$ cat config.mk
export PLATFORM = sky130hd
export DESIGN_NAME = sum_of_squares_acc
export DESIGN_NICKNAME = d
export VERILOG_FILES = /design/src/rtl/sum_of_squares_pkg.sv /design/src/rtl/sq_sat_add.sv /design/src/rtl/sum_of_squares_acc.sv
export SDC_FILE = /design/constraint.sdc
export NUM_CORES = 1
export LEC_CHECK = 0
export ABC_AREA = 1
export CAP_MARGIN = 10
export CORE_MARGIN = 5
export CORE_UTILIZATION = 50
export CTS_CLUSTER_SIZE = 30
export DETAILED_ROUTE_END_ITERATION = 10
export HOLD_SLACK_MARGIN = 0.06
export PLACE_DENSITY = 0.77
export SETUP_SLACK_MARGIN = 0.02
export SYNTH_ARGS = -nofsm -noshare
export SYNTH_HDL_FRONTEND = slang
export SYNTH_HIERARCHICAL = 1
export SYNTH_SLANG_ARGS = --single-unit
$ cat constraint.sdc
create_clock -name clk -period 1.54 [get_ports clk]
set_input_delay 0.308 -clock clk [delete_from_list [all_inputs] [get_ports clk]]
set_output_delay 0.308 -clock clk [all_outputs]
set_load 0.01 [all_outputs]
$ cat src/rtl/sum_of_squares_pkg.sv
// Shared types and constants for the sum-of-squares frame accumulator.
//   sq_acc_state_t : FSM state encoding (IDLE, ACCUM, HOLD)
//   SQ_W           : width of an incoming square sample
//   SQ_MAX         : largest square the 3-bit generator can produce (7*7)
package sum_of_squares_pkg;

  localparam int unsigned SQ_W   = 6;
  localparam int unsigned SQ_MAX = 49;

  typedef enum logic [1:0] {
    IDLE,
    ACCUM,
    HOLD
  } sq_acc_state_t;

endpackage

$ cat src/rtl/sq_sat_add.sv
// Combinational ACC_W-bit adder: acc + zero-extended in_sq.
// Optional feature macro: SUM_OF_SQUARES_SAT_EN
//   defined   : result clamps at 2**ACC_W-1, ovf flags a clamped add
//   undefined : result wraps modulo 2**ACC_W, ovf is always 0
// Ports:
//   acc  in  ACC_W  current accumulator value
//   sq   in  SQ_W   sample to add
//   sum  out ACC_W  addition result
//   ovf  out 1      this addition overflowed (saturating build only)
module sq_sat_add
  import sum_of_squares_pkg::*;
#(
  parameter int unsigned ACC_W = 10
) (
  input  logic [ACC_W-1:0] acc,
  input  logic [SQ_W-1:0]  sq,
  output logic [ACC_W-1:0] sum,
  output logic             ovf
);

`ifdef SUM_OF_SQUARES_SAT_EN
  logic [ACC_W:0] full;

  always_comb begin
    full = {1'b0, acc} + (ACC_W + 1)'(sq);
    ovf  = full[ACC_W];
    sum  = ovf ? {ACC_W{1'b1}} : full[ACC_W-1:0];
  end
`else
  always_comb begin
    sum = acc + ACC_W'(sq);
    ovf = 1'b0;
  end
`endif

endmodule

$ cat src/rtl/sum_of_squares_acc.sv
// Frame accumulator for 6-bit squares: sums FRAME_LEN accepted samples, tracks
// the frame maximum and holds the result until the consumer takes it.
// Optional feature macro: SUM_OF_SQUARES_SAT_EN (saturating add + sticky ovf).
// Ports:
//   clk, rst_n            clock, asynchronous active-low reset
//   flush                 synchronous frame abort (ignored while holding a result)
//   in_valid/in_ready     sample handshake, in_sq carries the square
//   out_valid/out_ready   result handshake
//   out_sum/out_max/out_ovf  frame sum, frame maximum, saturation flag
module sum_of_squares_acc
  import sum_of_squares_pkg::*;
#(
  parameter int unsigned FRAME_LEN = 8,
  parameter int unsigned ACC_W     = 10
) (
  input  logic             clk,
  input  logic             rst_n,
  input  logic             flush,
  input  logic             in_valid,
  output logic             in_ready,
  input  logic [SQ_W-1:0]  in_sq,
  output logic             out_valid,
  input  logic             out_ready,
  output logic [ACC_W-1:0] out_sum,
  output logic [SQ_W-1:0]  out_max,
  output logic             out_ovf
);

  localparam logic [7:0] LastCnt = 8'(FRAME_LEN);

  sq_acc_state_t    state_q, state_d;
  logic [ACC_W-1:0] acc_q, acc_d;
  logic [SQ_W-1:0]  max_q, max_d;
  logic [7:0]       cnt_q, cnt_d;
  logic             ovf_q, ovf_d;

  logic [ACC_W-1:0] add_sum;
  logic             add_ovf;
  logic             xfer;

  sq_sat_add #(
    .ACC_W (ACC_W)
  ) u_add (
    .acc (acc_q),
    .sq  (in_sq),
    .sum (add_sum),
    .ovf (add_ovf)
  );

  // in_ready depends only on state, never on in_valid.
  assign in_ready  = (state_q != HOLD);
  assign out_valid = (state_q == HOLD);
  assign xfer      = in_valid & in_ready;

  // Result outputs come straight from the frame registers; they cannot move in
  // HOLD because nothing but out_ready or reset changes state there.
  assign out_sum = acc_q;
  assign out_max = max_q;
  assign out_ovf = ovf_q;

  always_comb begin
    state_d = state_q;
    acc_d   = acc_q;
    max_d   = max_q;
    cnt_d   = cnt_q;
    ovf_d   = ovf_q;
    unique case (state_q)
      IDLE: begin
        if (flush) begin
          acc_d = '0;
          max_d = '0;
          cnt_d = '0;
          ovf_d = 1'b0;
        end else if (xfer) begin
          acc_d   = ACC_W'(in_sq);
          max_d   = in_sq;
          cnt_d   = 8'd1;
          ovf_d   = 1'b0;
          state_d = (LastCnt == 8'd1) ? HOLD : ACCUM;
        end
      end
      ACCUM: begin
        // Flush beats a simultaneous transfer: the sample is dropped.
        if (flush) begin
          acc_d   = '0;
          max_d   = '0;
          cnt_d   = '0;
          ovf_d   = 1'b0;
          state_d = IDLE;
        end else if (xfer) begin
          acc_d = add_sum;
          max_d = (in_sq > max_q) ? in_sq : max_q;
          cnt_d = cnt_q + 8'd1;
          ovf_d = ovf_q | add_ovf;
          if (cnt_q + 8'd1 == LastCnt) begin
            state_d = HOLD;
          end
        end
      end
      HOLD: begin
        if (out_ready) begin
          acc_d   = '0;
          max_d   = '0;
          cnt_d   = '0;
          ovf_d   = 1'b0;
          state_d = IDLE;
        end
      end
      default: state_d = IDLE;
    endcase
  end

  always_ff @(posedge clk or negedge rst_n) begin
    if (!rst_n) begin
      state_q <= IDLE;
      acc_q   <= '0;
      max_q   <= '0;
      cnt_q   <= '0;
      ovf_q   <= 1'b0;
    end else begin
      state_q <= state_d;
      acc_q   <= acc_d;
      max_q   <= max_d;
      cnt_q   <= cnt_d;
      ovf_q   <= ovf_d;
    end
  end

endmodule

==> reports/summary.txt <==
nets@finish - 416
PwrDens - 1959 nW/um2
Core Area - 4029 um2
Clock transition at path regs - 120 ps
RSZ-0062 raised after global routing - yes
fmax - 525.5 MHz
CTS tree - built
Final Max Tran Viols - 0
Setup TNS - -6178 ps
via count of the routed design - 2556
library cells used by synthesis - 33
critical path's largest stage delay - 440 ps
syn_nets - 324
syn_area_per_cell - 7.121 um2
Starting Density - 0.5214
final wirelength - 8204 um
initial antenna violation count - 0
Critical Path End Type - register
largest area contributor in the netlist - dfrtp_1
Hold Path Class - in -> async
CP Class - reg -> reg
Yosys top cell area share - 0.3216
Synth Cell Area - 2101 um2
number of global-route vias before repair - 2180
share of layout cells above drive strength 1 - 0.3679
worst setup slack after layout - -363.0 ps
CTS Buf Count - 3
area growth from synthesis to layout - 58.01%
CP Buf/Inv Count - 2
H-tree depth - 1
outcome - complete, but fails checks
#FFs+latches synth - 27
Ant. Diodes - 0
post-DR vias/cell - 5.862
drt wl/cell - 18.82 um
Die Wd - 74.82 um
Std-Cell Rows - 23
First-pass DRT Iterations - 5
post-route design area - 3319 um2
Ys Warns - 6
dpl cells - 408
clk sinks - 27
hold-fix buffers at CTS - 0
top cells by count, synth - 93 x nand2_1, 42 x nand3_1, 38 x inv_1
first-pass GRT wire length - 9763 um
DP Area - 2786 um2
Port-buffer cells - 29
Syn Inst Count - 295
DRC - 0
Period Utilization, post-route - 1.236
Critical Path AT - 2080 ps
worst skew pair latency - 290 ps
min Tclk post-route - 1903 ps
VDD IR max - 0.001315 V
violated checks - setup timing
crit-path max FO - 6
GRT Total Usage - 0.2197
Post-synth EDFFs - 0
Final Hold Fails - 0
top cells by area, synth - dfrtp_1 32%, nand2_1 17%, ha_1 10%, nand3_1 10%, inv_1 6.8%
CP delay by family, top - simple AND/OR/NAND/NOR gates
CP Data Required Time - 1710 ps
Async S/R FF share, synth - 1.000
Setup Skew - 18.85 ps
Cell Chain, Critical Path - inv_2, ha_4, inv_2, o21bai_1, nand3_2, o211ai_1, nand2_1, nand2_4, nand2_4, nand2_2, nand2_1
Layout Utilization - 0.8239
hpwl dp - 4049 um
Die Footprint - 5598 um2
CP Launch Type - register
Fillers - 219
register area share after synthesis - 0.3216
total grt overflow - 0
count leader, synth - nand2_1
post-route insts no fill - 436
final setup vio count - 29
CTS Buffer Depth - 2
routability cong. - 0.8684
Max stage delay cell, worst path - dfrtp_1
top_reg_cell synth - dfrtp_1
# IOs - 30
max_cap viols - 0
clock tree root buffer cell - clkbuf_8
Leak - 1.732 nW
largest net degree at the start of global routing - 28
DR iter-0 viols - 279
height of the die - 74.82 um
number of routed nets with antenna violations - 0
-- per-stage QoR --
stage          hold WS (ps)  setup slack, ps  power [mW]
2_1_floorplan         12.41           -30.86       2.915
5_1_grt               400.6           -453.8       6.822
3_5_place_dp          496.0           -519.4       4.268
6_report              374.9           -363.0       6.502
4_1_cts               400.8           -174.2       4.940
3_3_place_gp          494.8           -483.2       4.190
-- cell usage in the layout (no fill, tap or decap), types with 8 or more instances in the layout --
cell and instances:
buf_4 52, dfrtp_1 26, dlygate4sd2_1 17, ha_4 8, inv_1 28, inv_2 9, nand2_1 82, nand2_2 11
nand3_1 30, nand3_2 13, nand4_1 9, nor2_1 16
-- area by class of cell --
class / count / area (um2) / area share
timing repair buffer: 94 / 889.6 / 0.2680
clock buffer: 3 / 41.29 / 0.01244
clock inverter: 1 / 7.507 / 0.002262
inverter: 40 / 158.9 / 0.04787
sequential: 27 / 676.9 / 0.2039
tap: 50 / 62.56 / 0.01885
multi-input combinational: 220 / 1475 / 0.4444
timing repair inverter: 1 / 7.507 / 0.002262
-- sequential cells by signal, indices dropped and copies added, names as in the netlist --
| register | cells |
|---|---|
| out_max | 6 |
| out_sum | 10 |
| cnt_q | 8 |
| out_ovf | 1 |
| state_q | 2 |
-- where the power goes --
group          switching, mW  total, mW  internal, mW  leakage (nW)
Sequential             0.183       1.09         0.902         0.360
Clock                  0.261      0.446         0.185        0.0217
Combinational           2.55       4.97          2.42          1.35
Total                   2.99       6.50          3.51          1.73
-- cells by family after synthesis --
logic type               after synthesis  share of synthesized area
AO/OA/AOI/OAI                         23                    0.08099
flip-flops                            27                     0.3216
adder cells (fa/ha/maj)               18                     0.1108
AND/OR/NAND/NOR                      174                     0.3681
buffers and inverters                 48                     0.1001
XOR/XNOR                               4                    0.01668
other                                  1                   0.001785
-- per-layer routing --
| metal | track usage | part of all wire |
|---|---|---|
| met5 | 0 | 0 |
| met4 | 0.08300 | 0.070 |
| met2 | 0.3714 | 0.49 |
| met1 | 0.2897 | 0.37 |
| met3 | 0.02136 | 0.065 |
-- timing repair --
item / in CTS / in global routing
setup buffers: 6 / 15
resized for setup: 43 / 54
setup endpoints to repair: 46 / 31
pin swaps: 17 / 16
cloned: 1 / 2
endpoints found under the hold margin: 0 / 0
-- worst paths after layout --
path	endpoint	cells after the start	slack, ps	start
setup / recovery	out_max[0]$_DFFE_PN0P_	11	-360	out_max[1]$_DFFE_PN0P_
hold / removal	out_max[0]$_DFFE_PN0P_	2	370	rst_n
setup reg to reg	out_max[0]$_DFFE_PN0P_	11	-360	out_max[1]$_DFFE_PN0P_
hold reg to reg	out_ovf$_DFFE_PN0P_	2	550	out_ovf$_DFFE_PN0P_
max in group asynchronous	out_sum[6]$_DFFE_PN0P_	2	860	rst_n
min in group clk	out_ovf$_DFFE_PN0P_	2	550	out_ovf$_DFFE_PN0P_
Note: power is estimated with default switching activity, not from simulation.
